==> config.mk <==
export PLATFORM = sky130hd
export DESIGN_NAME = ex_mul_issue
export DESIGN_NICKNAME = d
export VERILOG_FILES = /design/src/rtl/ex_mul_issue.sv
export SDC_FILE = /design/constraint.sdc
export NUM_CORES = 1
export LEC_CHECK = 0
export BUFFER_PORTS_ARGS = -buffer_cell sky130_fd_sc_hd__buf_4
export CAP_MARGIN = 20
export CORE_MARGIN = 8
export CORE_UTILIZATION = 45
export CTS_BUF_LIST = sky130_fd_sc_hd__clkbuf_8
export CTS_CLUSTER_DIAMETER = 100
export DETAILED_ROUTE_END_ITERATION = 10
export GPL_ROUTABILITY_DRIVEN = 0
export MAX_ROUTING_LAYER = met4
export PLACE_DENSITY = 0.8
export SETUP_SLACK_MARGIN = 0.15
export SLEW_MARGIN = 20
export SYNTH_ARGS = -nofsm -noshare
export SYNTH_HDL_FRONTEND = slang
export SYNTH_SLANG_ARGS = --single-unit
==> constraint.sdc <==
create_clock -name clk -period 2.05 [get_ports clk]
set_input_delay 0.5125 -clock clk [delete_from_list [all_inputs] [get_ports clk]]
set_output_delay 0.5125 -clock clk [all_outputs]
set_load 0.01 [all_outputs]
==> src/rtl/ex_mul_issue.sv <==
// ----------------------------------------------------------------------------
// ex_mul_issue
//
// EX-stage issue/hold controller that sits directly in front of a multi-cycle
// multiplier. It takes one instruction at a time from ID. A mul op is launched
// and held stable on the multiplier inputs until mul_done, and the result is
// then captured. Any other op passes its ALU result straight through. In both
// cases the result is offered to MEM.
//
// Handshakes: a transfer happens on a rising clk edge where valid and ready
// are both high. The producer holds its payload stable while valid && !ready.
//
// Ports:
//   clk, rst_n          clock, asynchronous active-low reset
//   flush               kill the in-flight instruction (ignored in DRAIN)
//   id_valid/id_ready   ID handshake; id_ready = IDLE && !flush
//   id_op, id_src_a/b   opcode and multiplier operands
//   id_alu_res, id_rd   non-mul result and destination register
//   mul_op, mul_a/b     multiplier launch (op is OP_NOP outside BUSY)
//   mul_done/mul_result multiplier completion pulse and result
//   mem_valid/mem_ready MEM handshake
//   mem_result, mem_rd  registered result and destination register
//
// Optional feature (macro EX_MUL_PERF_EN): adds perf_mul_cnt (mul results
// captured) and perf_stall_cnt (cycles with id_valid && !id_ready) outputs.
// ----------------------------------------------------------------------------
module ex_mul_issue #(
    parameter int unsigned DATA_W   = 32,
    parameter int unsigned RD_W     = 5,
    // Opcode encoding shared with the decoder
    parameter logic [7:0]  OP_NOP   = 8'h00,
    parameter logic [7:0]  OP_MUL   = 8'h30,
    parameter logic [7:0]  OP_MULH  = 8'h31,
    parameter logic [7:0]  OP_MULHU = 8'h33
) (
    input  logic              clk,
    input  logic              rst_n,
    input  logic              flush,
    input  logic              id_valid,
    output logic              id_ready,
    input  logic [7:0]        id_op,
    input  logic [DATA_W-1:0] id_src_a,
    input  logic [DATA_W-1:0] id_src_b,
    input  logic [DATA_W-1:0] id_alu_res,
    input  logic [RD_W-1:0]   id_rd,
    output logic [7:0]        mul_op,
    output logic [DATA_W-1:0] mul_a,
    output logic [DATA_W-1:0] mul_b,
    input  logic              mul_done,
    input  logic [DATA_W-1:0] mul_result,
    output logic              mem_valid,
    input  logic              mem_ready,
    output logic [DATA_W-1:0] mem_result,
    output logic [RD_W-1:0]   mem_rd
`ifdef EX_MUL_PERF_EN
    ,
    output logic [31:0]       perf_mul_cnt,
    output logic [31:0]       perf_stall_cnt
`endif
);

    typedef enum logic [1:0] {
        S_IDLE  = 2'd0,
        S_BUSY  = 2'd1,
        S_HOLD  = 2'd2,
        S_DRAIN = 2'd3
    } state_e;

    state_e              state_q, state_d;
    logic [7:0]          mul_op_q, mul_op_d;
    logic [DATA_W-1:0]   mul_a_q, mul_a_d;
    logic [DATA_W-1:0]   mul_b_q, mul_b_d;
    logic                mem_valid_q, mem_valid_d;
    logic [DATA_W-1:0]   mem_result_q, mem_result_d;
    logic [RD_W-1:0]     mem_rd_q, mem_rd_d;
    logic                accept;
    logic                id_is_mul;

    assign id_ready  = (state_q == S_IDLE) && !flush;
    assign accept    = id_valid && id_ready;
    assign id_is_mul = (id_op == OP_MUL) || (id_op == OP_MULH) || (id_op == OP_MULHU);

    always_comb begin
        state_d      = state_q;
        mul_op_d     = mul_op_q;
        mul_a_d      = mul_a_q;
        mul_b_d      = mul_b_q;
        mem_valid_d  = mem_valid_q;
        mem_result_d = mem_result_q;
        mem_rd_d     = mem_rd_q;

        case (state_q)
            S_IDLE: begin
                if (accept) begin
                    mul_a_d  = id_src_a;
                    mul_b_d  = id_src_b;
                    mem_rd_d = id_rd;
                    if (id_is_mul) begin
                        mul_op_d = id_op;
                        state_d  = S_BUSY;
                    end else begin
                        mem_result_d = id_alu_res;
                        mem_valid_d  = 1'b1;
                        state_d      = S_HOLD;
                    end
                end
            end
            S_BUSY: begin
                if (flush) begin
                    // The multiplier must finish before the next launch; if it
                    // is finishing right now there is nothing left to wait for.
                    mul_op_d = OP_NOP;
                    state_d  = mul_done ? S_IDLE : S_DRAIN;
                end else if (mul_done) begin
                    mul_op_d     = OP_NOP;
                    mem_result_d = mul_result;
                    mem_valid_d  = 1'b1;
                    state_d      = S_HOLD;
                end
            end
            S_HOLD: begin
                if (mem_ready || flush) begin
                    mem_valid_d = 1'b0;
                    state_d     = S_IDLE;
                end
            end
            S_DRAIN: begin
                if (mul_done) begin
                    state_d = S_IDLE;
                end
            end
            default: begin
                state_d = S_IDLE;
            end
        endcase
    end

    always_ff @(posedge clk or negedge rst_n) begin
        if (!rst_n) begin
            state_q      <= S_IDLE;
            mul_op_q     <= OP_NOP;
            mul_a_q      <= '0;
            mul_b_q      <= '0;
            mem_valid_q  <= 1'b0;
            mem_result_q <= '0;
            mem_rd_q     <= '0;
        end else begin
            state_q      <= state_d;
            mul_op_q     <= mul_op_d;
            mul_a_q      <= mul_a_d;
            mul_b_q      <= mul_b_d;
            mem_valid_q  <= mem_valid_d;
            mem_result_q <= mem_result_d;
            mem_rd_q     <= mem_rd_d;
        end
    end

    assign mul_op     = mul_op_q;
    assign mul_a      = mul_a_q;
    assign mul_b      = mul_b_q;
    assign mem_valid  = mem_valid_q;
    assign mem_result = mem_result_q;
    assign mem_rd     = mem_rd_q;

`ifdef EX_MUL_PERF_EN
    logic [31:0] perf_mul_cnt_q, perf_mul_cnt_d;
    logic [31:0] perf_stall_cnt_q, perf_stall_cnt_d;

    always_comb begin
        perf_mul_cnt_d   = perf_mul_cnt_q;
        perf_stall_cnt_d = perf_stall_cnt_q;
        // Only results that are actually captured count; a flush in BUSY
        // discards the result even when mul_done arrives in the same cycle.
        if ((state_q == S_BUSY) && mul_done && !flush) begin
            perf_mul_cnt_d = perf_mul_cnt_q + 32'd1;
        end
        if (id_valid && !id_ready) begin
            perf_stall_cnt_d = perf_stall_cnt_q + 32'd1;
        end
    end

    always_ff @(posedge clk or negedge rst_n) begin
        if (!rst_n) begin
            perf_mul_cnt_q   <= '0;
            perf_stall_cnt_q <= '0;
        end else begin
            perf_mul_cnt_q   <= perf_mul_cnt_d;
            perf_stall_cnt_q <= perf_stall_cnt_d;
        end
    end

    assign perf_mul_cnt   = perf_mul_cnt_q;
    assign perf_stall_cnt = perf_stall_cnt_q;
`else
    // Performance counters are not built in this configuration.
`endif

endmodule

Word level (Yosys, flattened, before mapping) --
Cells that the tools add are included.
Word-level totals: bits in registers 112
Operators by class: reductions and logical operators 14, multiplexer cells 24, equal/unequal tests 14
Operators by type and width (count):
- 32-bit 2-to-1 mux | 4
- 32-bit case mux with 2 select lines | 1
- 8-bit 2-to-1 mux | 4
- 8-bit by 6-bit == test with 1-bit output, second input constant | 3
- 8-bit case mux with 2 select lines | 1
- 2-bit 2-to-1 mux | 7
- 2-bit inequality test, second input constant | 7
- 2-bit case mux with 4 select lines | 1
- 4-bit AND reduction | 2
- 6-bit AND reduction | 1
- 1-bit 2-to-1 mux | 5
- 5-bit AND reduction | 1
- 2-bit == test, second input constant | 2
- 1-bit logical OR | 3
- 3-bit inequality test, second input constant | 1
- 1-bit case mux with 3 select lines | 1
- 3-bit nonzero test | 1
- 2-bit by 1-bit == test with 1-bit output, second input constant | 1
- 1-bit logical AND | 2
- 2-bit logical NOT | 1
- 2-bit AND reduction | 1
- 2-bit nonzero test | 1
- 1-bit logical NOT | 1

Longest topological paths before layout --
depth in word-level cells 6, mapped depth 6

Worst setup path before layout --
No wires, ideal clock.
path kind input port to flip-flop, from input port id_op[7], to register mem_result_q[10] (netlist: mem_result[10]), path slack 0.180 ns, arrival time 1.745 ns, stages 5, path buffers 1, cell sequence nand4bb_4 > a2111oi_4 > o22ai_4 > buf_6 > mux2_4
On the way: cells in the longest elaborated chain, start to end 5, elaborated cells on any way between the ends 7, those cells by class 4 x eq/ne; 3 x reduce/logical
Ends and longest elaborated chain:
- start: declaration | RTL line 41 | input logic [7:0] id_op,
- 8-bit by 6-bit == test with 1-bit output | RTL line 81 | assign id_is_mul = (id_op == OP_MUL) || (id_op == OP_MULH) || (id_op == OP_MULHU);
- 1-bit logical OR | RTL line 81
- 1-bit logical OR (*) | RTL line 81
- 2-bit inequality test (no line) (*)
- 5-bit AND reduction (no line) (*)
- end signal: assignment | RTL line 153 | mem_result_q <= mem_result_d;
- end: declaration | RTL line 74 | logic [DATA_W-1:0] mem_result_q, mem_result_d;
Every way passes the cells marked *; elsewhere a longest branch is shown, timed or not. A chain may end at the register's enable or synchronous reset.

Worst setup path in the final report --
from register state_q[1], to output port id_ready
On the way: cells in the longest elaborated chain, start to end 2
Ends and longest elaborated chain:
- start: declaration | RTL line 69 | state_e state_q, state_d;
- start signal: assignment | RTL line 148 | state_q <= state_d;
- 2-bit logical NOT | RTL line 79 | assign id_ready = (state_q == S_IDLE) && !flush;
- 1-bit logical AND | RTL line 79
- end: declaration | RTL line 40 | output logic id_ready,
Every way passes these cells.

==> flow_metrics.env <==
export IMPL_cp_slowest_cell="dfrtp_1"
export IMPL_power_leakage_uw=0.00349
export IMPL_max_stage_delay_ps=420
export IMPL_reg2reg_slack_ps=260
export IMPL_placementRows=38
export IMPL_initial_core_util=0.455
export IMPL_layout_commonest_cell="buf_4"
export IMPL_ys_flop_type="dfrtp_1"
export IMPL_layout_common_cells="buf_4 (263), dfrtp_1 (112), mux2_2 (103)"
export IMPL_synthXorXnorAreaFrac=0
export IMPL_post_cts_setup_buffers=0
export IMPL_critPathMaxFanout=7
export IMPL_r2r_start="state_q[0]"
export IMPL_cts_root_buf="clkbuf_8"
export IMPL_synth_warning_count=0
export IMPL_synth_compound_area_frac=0.0345
export IMPL_grt_ovfl_total=0
export IMPL_postCtsResizedCells=0
export IMPL_ys_seq_elements=112
export IMPL_tightest_slew_ps=466
export IMPL_syn_cell_area_um2=4860
export IMPL_wl_per_cell_um=19.4
export IMPL_coreArea_um2=10700
export IMPL_synthDistinctLibCells=31
export IMPL_cap_violations=0
export IMPL_diodes=0
export IMPL_vias=3517
export IMPL_crit_top_cell="buf_4"
export IMPL_drive_gt1_frac=0.743
export IMPL_num_io_pins=258
export IMPL_synth_cells=304
export IMPL_postLayoutCellArea_um2=7230
export IMPL_hold_path_class="in -> async"
export IMPL_clkSinkCount=112
export IMPL_rsz0062_at_grt="false"
export IMPL_finClkSkew_ps=13.8
export IMPL_fillers=785
export IMPL_ant_nets=0
export IMPL_setup_ws_ps=242
export IMPL_power_density_nw_per_um2=1300
export IMPL_rr_worst_depth=5
export IMPL_syn_nets=451
export IMPL_dr_pass1_iters=4
export IMPL_arrival_ps=1300
export IMPL_synthSimpleGateAreaFrac=0.0353
export IMPL_seq_area_frac_synth=0.576
export IMPL_area_growth_pct=48.7
export IMPL_cts_buffer_depth=2
export IMPL_nets=714
export IMPL_drv_slew=0
export IMPL_synthArstFlopShare=1.00
export IMPL_ctsHoldBuffers=0
export IMPL_slew_headroom=0.690
export IMPL_place_area_um2=7020
export IMPL_period_share=0.882
export IMPL_post_route_min_period_ps=1810
export IMPL_whs_ps=83.1
export IMPL_r2r_end="mem_result[0]"
export IMPL_antenna_found_initial=0
export IMPL_timing_fmax_mhz=553
export IMPL_synth_edf_count=0
export IMPL_cp_required_ps=1540
export IMPL_cts_tree="built"
export IMPL_grt_max_degree=72
export IMPL_post_route_drc_count=0
export IMPL_status="finished, final reports clean"
export IMPL_cp_cell_sequence="buf_4 > nor3_2 > buf_4"
export IMPL_totalWireLength_um=13800
export IMPL_die_width_um=120
export IMPL_via_per_inst=4.94
export IMPL_track_usage=0.194
export IMPL_grt_pass1_wl_um=21300
export IMPL_clkTransAtPathRegs_ps=100
export IMPL_ff_latch_area_um2=2800
export IMPL_final_hold_violation_count=0
export IMPL_synth_mux_area_frac=0.331
export IMPL_setup_viol=0
export IMPL_synth_top_family_by_area="multiplexers"
export IMPL_dp_final_hpwl_um=11100
export IMPL_start_kind="flip-flop"
export IMPL_fp_dieH_um=120
export IMPL_drtIter0Drc=104
export IMPL_grt_pass1_vias=4048
export IMPL_clock_latency_ps=360
export IMPL_multi_input_area_um2=1960
export IMPL_critPathCaptureType="output port"
export IMPL_port_buffers=257
export IMPL_path_class="reg -> out"
export IMPL_htreeDepth=3
export IMPL_dieArea_um2=14400
export IMPL_finalSetupTns_ps=0
export IMPL_synth_fa_ha_area_frac=0
export IMPL_avgSynthCellArea_um2=16.0
export IMPL_place_ws_ps=-27.2
export IMPL_numCtsBuffers=9
export IMPL_ir_worst_vdd_v=0.000823
==> power breakdown <==
| part | internal, uW | leakage [uW] | switching (uW) | total (uW) |
|---|---|---|---|---|
| Sequential | 3240 | 0.00133 | 600 | 3850 |
| Clock | 640 | 0.000106 | 734 | 1370 |
| Combinational | 2550 | 0.00205 | 1650 | 4210 |
==> per-stage QoR <==
stage | total power [uW] | cells | util
after floorplan | 5750 | 304 | -
after global placement | 8000 | 696 | 0.656
after detailed placement | 8160 | 696 | 0.656
after CTS | 9570 | 712 | 0.676
after global routing | 9960 | 712 | 0.676
final | 9420 | 712 | 0.676
==> worst max-delay path, delay by kind of cell, from the launching register on <==
kind / cells / cell delay (ps)
buffers and inverters: 2 / 330
flip-flops: 1 / 420
AND/OR/NAND/NOR: 1 / 190
==> area by class of cell <==
cell class,instances,area share
repair buffers,268,0.287
flip-flops and latches,112,0.388
multi-input cells,174,0.271
well taps,140,0.0242
clock inverters,5,0.00830
clock buffers,11,0.0209
inverters,2,0.00104
==> cell families after synthesis <==
| group | after synthesis |
|---|---|
| buffers and inverters | 18 |
| muxes | 133 |
| and+or+nand+nor | 22 |
| AOI/OAI and AO/OA | 19 |
| DFF | 112 |
==> per-layer routing <==
layer  vias to the layer above  routed length (um)  GRT usage
li1                       1613                   -          -
met1                      1725                5030      0.201
met2                       163                7030      0.323
met3                        16                1560     0.0888
met4                         0                 208     0.0632
met5                         -                   0          -
==> synth_stat cells (3+ instances only) <==
| master | n | area share |
|---|---|---|
| mux2_4 | 30 | 0.093 |
| buf_2 | 7 | 0.0072 |
| clkbuf_1 | 4 | 0.0031 |
| mux2_2 | 103 | 0.24 |
| a21oi_1 | 3 | 0.0031 |
| nand2b_1 | 3 | 0.0039 |
| o21ai_0 | 4 | 0.0041 |
| dfrtp_1 | 112 | 0.58 |
| buf_6 | 4 | 0.0093 |
| nor2b_1 | 7 | 0.0090 |
==> flip-flops by register name (all words and copies together) (netlist names) <==
name	cells
mem_result	32
mul_a	32
mul_b	32
mul_op	8
mem_rd	5
state_q	2
mem_valid	1
==> how the worst max path moves through the flow <==
stage	endpoint	startpoint	slack, ps
finish	id_ready	state_q[1]	240
global route	id_ready	state_q[1]	160
CTS	id_ready	state_q[1]	190
detailed placement	mem_result[0]	flush	-30
global placement	mem_result[31]	flush	30
floorplan	mem_result[10]	id_op[7]	180
(Power assumes the default switching activity.)
